[src/rtl/switch_debounce.sv]
// -----------------------------------------------------------------------------
// switch_debounce
//
// Two-channel contact conditioner for slide switches and push buttons.
// Each raw input passes through a 2-FF synchronizer. A stability counter
// then lets the output follow the synchronized level only after that level
// has differed from the output for STABLE_CNT consecutive clocks. The
// cleaned levels A and B drive the downstream and_gate inputs directly.
// Channel A and channel B are independent and share only the clock and reset.
//
// Parameters:
//   STABLE_CNT  clocks the synchronized input must differ from the output
//               before the output follows it (legal range 1 .. 2^CNT_W-1)
//   CNT_W       width of each channel's stability counter
//
// Ports:
//   CLK      in   system clock
//   RST_N    in   synchronous reset, active-low
//   SW_A_IN  in   raw asynchronous contact, channel A
//   SW_B_IN  in   raw asynchronous contact, channel B
//   A        out  debounced level, channel A (registered)
//   B        out  debounced level, channel B (registered)
//   A_EDGE   out  one-cycle pulse on any change of A  (DEBOUNCE_EDGE_EN only)
//   B_EDGE   out  one-cycle pulse on any change of B  (DEBOUNCE_EDGE_EN only)
//
// Build option:
//   DEBOUNCE_EDGE_EN  when defined, adds the A_EDGE/B_EDGE pulse outputs.
// -----------------------------------------------------------------------------
module switch_debounce #(
  parameter int STABLE_CNT = 1000000,
  parameter int CNT_W      = 20
) (
  input  logic CLK,
  input  logic RST_N,
  input  logic SW_A_IN,
  input  logic SW_B_IN,
  output logic A,
  output logic B
`ifdef DEBOUNCE_EDGE_EN
  ,
  output logic A_EDGE,
  output logic B_EDGE
`endif
);

  // Per-channel state is implied by comparing the synchronized input with
  // the current output; there is no separate state register.
  localparam logic ST_IDLE  = 1'b0;
  localparam logic ST_COUNT = 1'b1;

  localparam logic [CNT_W-1:0] CNT_LAST = CNT_W'(STABLE_CNT - 1);

  // Reject configurations where the counter could never reach CNT_LAST.
  if (STABLE_CNT < 1 || STABLE_CNT > (2 ** CNT_W) - 1) begin : g_bad_param
    $error("switch_debounce: STABLE_CNT=%0d out of range 1..%0d for CNT_W=%0d",
           STABLE_CNT, (2 ** CNT_W) - 1, CNT_W);
  end

  // Index 0 is channel A, index 1 is channel B.
  logic [1:0]       raw;
  logic [1:0]       sync0_q;
  logic [1:0]       sync1_q;
  logic [1:0]       out_q;
  logic [1:0]       out_d;
  logic [1:0]       state;
  logic [CNT_W-1:0] cnt_q [2];
  logic [CNT_W-1:0] cnt_d [2];

  assign raw = {SW_B_IN, SW_A_IN};

  always_comb begin
    // NOTE: every combinational output gets a default before any branch so
    // no path leaves it unassigned, which would otherwise infer a latch.
    out_d    = out_q;
    state    = '0;
    cnt_d[0] = '0;
    cnt_d[1] = '0;
    for (int ch = 0; ch < 2; ch++) begin
      state[ch] = (sync1_q[ch] != out_q[ch]) ? ST_COUNT : ST_IDLE;
      case (state[ch])
        ST_IDLE: begin
          // Input agrees with output: any partial count is discarded.
          cnt_d[ch] = '0;
        end
        ST_COUNT: begin
          if (cnt_q[ch] == CNT_LAST) begin
            out_d[ch] = sync1_q[ch];
            cnt_d[ch] = '0;
          end else begin
            cnt_d[ch] = cnt_q[ch] + 1'b1;
          end
        end
        default: cnt_d[ch] = '0;
      endcase
    end
  end

  // NOTE: reset is sampled on the clock edge only; RST_N is not in the
  // sensitivity list, so a reset pulse shorter than a clock period is ignored.
  always_ff @(posedge CLK) begin
    if (!RST_N) begin
      sync0_q  <= '0;
      sync1_q  <= '0;
      out_q    <= '0;
      cnt_q[0] <= '0;
      cnt_q[1] <= '0;
    end else begin
      // NOTE: non-blocking assignments let sync1_q capture the old sync0_q,
      // giving two real flop stages instead of one collapsed stage.
      sync0_q  <= raw;
      sync1_q  <= sync0_q;
      out_q    <= out_d;
      cnt_q[0] <= cnt_d[0];
      cnt_q[1] <= cnt_d[1];
    end
  end

  assign A = out_q[0];
  assign B = out_q[1];

`ifdef DEBOUNCE_EDGE_EN
  logic [1:0] edge_q;
  logic [1:0] edge_d;

  // Pulse on the same edge the output changes, in either direction.
  assign edge_d = out_d ^ out_q;

  always_ff @(posedge CLK) begin
    if (!RST_N) begin
      edge_q <= '0;
    end else begin
      edge_q <= edge_d;
    end
  end

  assign A_EDGE = edge_q[0];
  assign B_EDGE = edge_q[1];
`endif

endmodule

[config.mk]
export PLATFORM = sky130hd
export DESIGN_NAME = switch_debounce
export DESIGN_NICKNAME = d
export VERILOG_FILES = /design/src/rtl/switch_debounce.sv
export SDC_FILE = /design/constraint.sdc
export NUM_CORES = 1
export LEC_CHECK = 0
export CORE_MARGIN = 4
export CORE_UTILIZATION = 36
export CTS_CLUSTER_DIAMETER = 120
export DETAILED_ROUTE_END_ITERATION = 10
export PLACE_DENSITY_LB_ADDON = 0.1
export SLEW_MARGIN = 20
export SYNTH_ARGS = -nofsm -noshare
export SYNTH_HDL_FRONTEND = slang
export SYNTH_SLANG_ARGS = --single-unit
[constraint.sdc]
create_clock -name CLK -period 2.2 [get_ports CLK]
set_input_delay 0.22 -clock CLK [delete_from_list [all_inputs] [get_ports CLK]]
set_output_delay 0.22 -clock CLK [all_outputs]
set_load 0.01 [all_outputs]
==> results of run 1 <==
[per-layer routing]
metal / up-vias / track usage, %
met3: 7 / 3.17
li1: 837 / -
met5: - / 0
met1: 706 / 14.7
met4: 0 / 5.20
met2: 10 / 17.9
[power by group through the flow]
stage	Combinational, mW	Clock (mW)	Sequential, mW
final	0.0233	0.614	0.838
after global routing	0.0262	0.684	0.839
after CTS	0.0240	0.645	0.838
after detailed placement	0.0240	0	0.858
after global placement	0.0241	0	0.858
after floorplan	0.0110	0	0.858
[cells by family after synthesis]
kind of cell / Yosys count / synth area share [%]
AOI/OAI and AO/OA: 36 / 10.3
xor gates and xnor gates: 23 / 9.94
adders and majority gates: 2 / 1.23
buffers and inverters: 19 / 3.83
DFF: 46 / 45.4
and+or+nand+nor: 106 / 29.3
[worst paths after layout]
path | startpoint | to | slack, ps | depth (start not counted)
max | cnt_q[0][20] | cnt_q[0][38] | 180 | 5
min | sync0_q[0] | sync1_q[0] | 440 | 1
max reg2reg | cnt_q[0][20] | cnt_q[0][38] | 180 | 5
min reg2reg | sync0_q[0] | sync1_q[0] | 440 | 1
[registers in the layout (all words and copies together) (netlist names)]
| register | flops |
|---|---|
| sync0_q | 2 |
| out_q | 2 |
| cnt_q | 40 |
| sync1_q | 2 |
[cell usage after synthesis, drive strengths merged]
master and count:
nor3b 1, dfxtp 46, and3 5, nor4 3, buf 3, xor2 13
or4 12, nand3 15, o31ai 5, a21oi 17, nor4bb 1, nand4 4
nand2 14, nor3 4, o21bai 1, nor2 25, or3 12, o21ai 12
clkbuf 3, xnor2 10, nand2b 1, or4b 1, o211ai 1, and4 1
inv 13, and2 5, ha 2, nand4b 2
[area by class of cell]
type / instances / area, sq um / share of cell area [%]
multi-input cells: 167 / 1030 / 44.9
flip-flops and latches: 46 / 921 / 40.0
repair buffers: 10 / 100 / 4.35
well taps: 72 / 90.1 / 3.92
clock buffers: 5 / 68.8 / 2.99
inverters: 13 / 48.8 / 2.12
clock inverters: 3 / 40.0 / 1.74
[timing repair]
| item | in CTS | in global routing |
|---|---|---|
| endpoints found under the hold margin | 0 | 0 |
| setup endpoints to repair | 0 | 1 |
| hold buffers | 0 | 0 |
| resized for setup | 0 | 1 |
[metrics by stage]
| stage | std cells | area, sq um | utilization (%) | hold WS (ps) | total power, mW |
|---|---|---|---|---|---|
| global placement | 308 | 2190 | 40.0 | 417 | 0.882 |
| floorplan | 232 | 2030 | - | 342 | 0.869 |
| global route | 316 | 2300 | 42.0 | 466 | 1.55 |
| finish | 316 | 2300 | 42.0 | 442 | 1.48 |
| detailed placement | 308 | 2190 | 40.0 | 428 | 0.882 |
| CTS | 316 | 2300 | 42.0 | 449 | 1.51 |
==> results.toml, run 1 <==
[drt]
vias_per_cell = 4.94
num_vias = 1560
drt_iter0_markers = 74
met3_length_um = 87
wl_met2_um = 1620
met1_length_um = 1880
route.detailed.drc = 0
wl_per_cell_um = 11.6
dr.pass1.iters = 4
drtAntennaViolNets = 0
finalWirelength_um = 3670
routed.top_layer = "met4"

[place]
dp_hpwl_um = 2560
gp_congestion = 0.676
io_buffers = 5
dp_slack_ps = 95.1

[global_route]
grt.overflow.total = 0
grt_max_degree = 19
antenna_found_initial = 0
grtUsageTotal_pct = 11.4
first_global_vias = 1456
grt_pass1_wl_um = 6580

[yosys]
yosys.area.top_type = "dfxtp_1"
synth_cell_types = 35
yosys.area.top_type_share_pct = 45.4
synthCells = 232
synth_area_leaders = "dfxtp_1 (45%), xor2_1 (5.6%), nor2_1 (4.6%), xnor2_1 (4.3%), a21oi_1 (4.2%)"
ys_ff_latch = 46
ys_seq_area_share_pct = 45.4
avgSynthCellArea_sq_um = 8.74
yosys_warnings = 0
synth_fp_nets = 238
netlist_area_sq_um = 2030

[sta]
max_slew_margin_pct = 74.5
worst_pin_slew_ps = 378
rsz0062_at_grt = "false"
period_needed_ps = 2020
fin_worst_skew_ps = 6.48
setup_viol = 0
clock.fmax_ghz = 0.494
finalCritPeriodShare_pct = 91.9
final.setup.tns_ps = 0
final_hold_viol_count = 0
drv_slew = 0
fin_ws_ps = 178

[power]
p_comb_share_pct = 1.6
internal_power_mw = 1.18
seqPwrFrac_pct = 56.8
vdd_ir_drop_max_mv = 0.376
p_leak_nw = 0.710
sw_frac_of_total_pct = 19.9
p_sw_mw = 0.293
cellPowerDensity_nw_per_um2 = 641
clockPowerShare_pct = 41.6

[worst_setup_path]
worstPathCellList = "ha_1, nand2_1, or4_1, or4_1, a21oi_1"
cp.required_ps = 2430
cp_slowest_stage_delay_ps = 640
crit_top_cell = "or4_1"
end_kind = "flip-flop"
crit_type = "reg -> reg"
crit_slowest_cell = "or4_1"
path_delay_family = "simple AND/OR/NAND/NOR gates"
arrival_ps = 2250
cp_max_fo = 8
crit_buf_inv = 0
worstSetupStartpointType = "flip-flop"

[final_layout]
mostFrequentLayoutCells = "dfxtp_1 (46), nor2_1 (25), a21oi_1 (17)"
antennaDiodeCount = 0
drive_above_1_share_pct = 9.02
areaGrowthSynthToFinish_pct = 13.5
fill_cells = 564
nNetsFinal = 249
mostFrequentLayoutCell = "dfxtp_1"

[cts]
ctsRootBufferMaster = "clkbuf_8"
cts_sinks = 46
postCtsSetupRepairBufs = 0
clockBufferDepth = 2
clk_latency_ps = 290
clkTransAtPathRegs_ps = 90
h-tree-depth = 2
cts_inserted_buffers = 5
tritoncts = "yes"

[job]
drv_cap = 0

[floorplan]
io_pins = 6
fp.dieW_um = 83.0
num_rows = 27
start_util_pct = 37.0
die_area_sq_um = 6890
core-area_sq_um = 5470
die_y_um = 83.0

[run_status]
status = "completed"

[min_path]
hold_path.class = "reg -> reg"
Power figures use the tool's default switching activity.
==> run 2, diff against run 1 <==
Settings changed: SKIP_LAST_GASP set to 1.
==> results of run 2 <==
Final layout, timing and power as in run 1 (identical DEF).
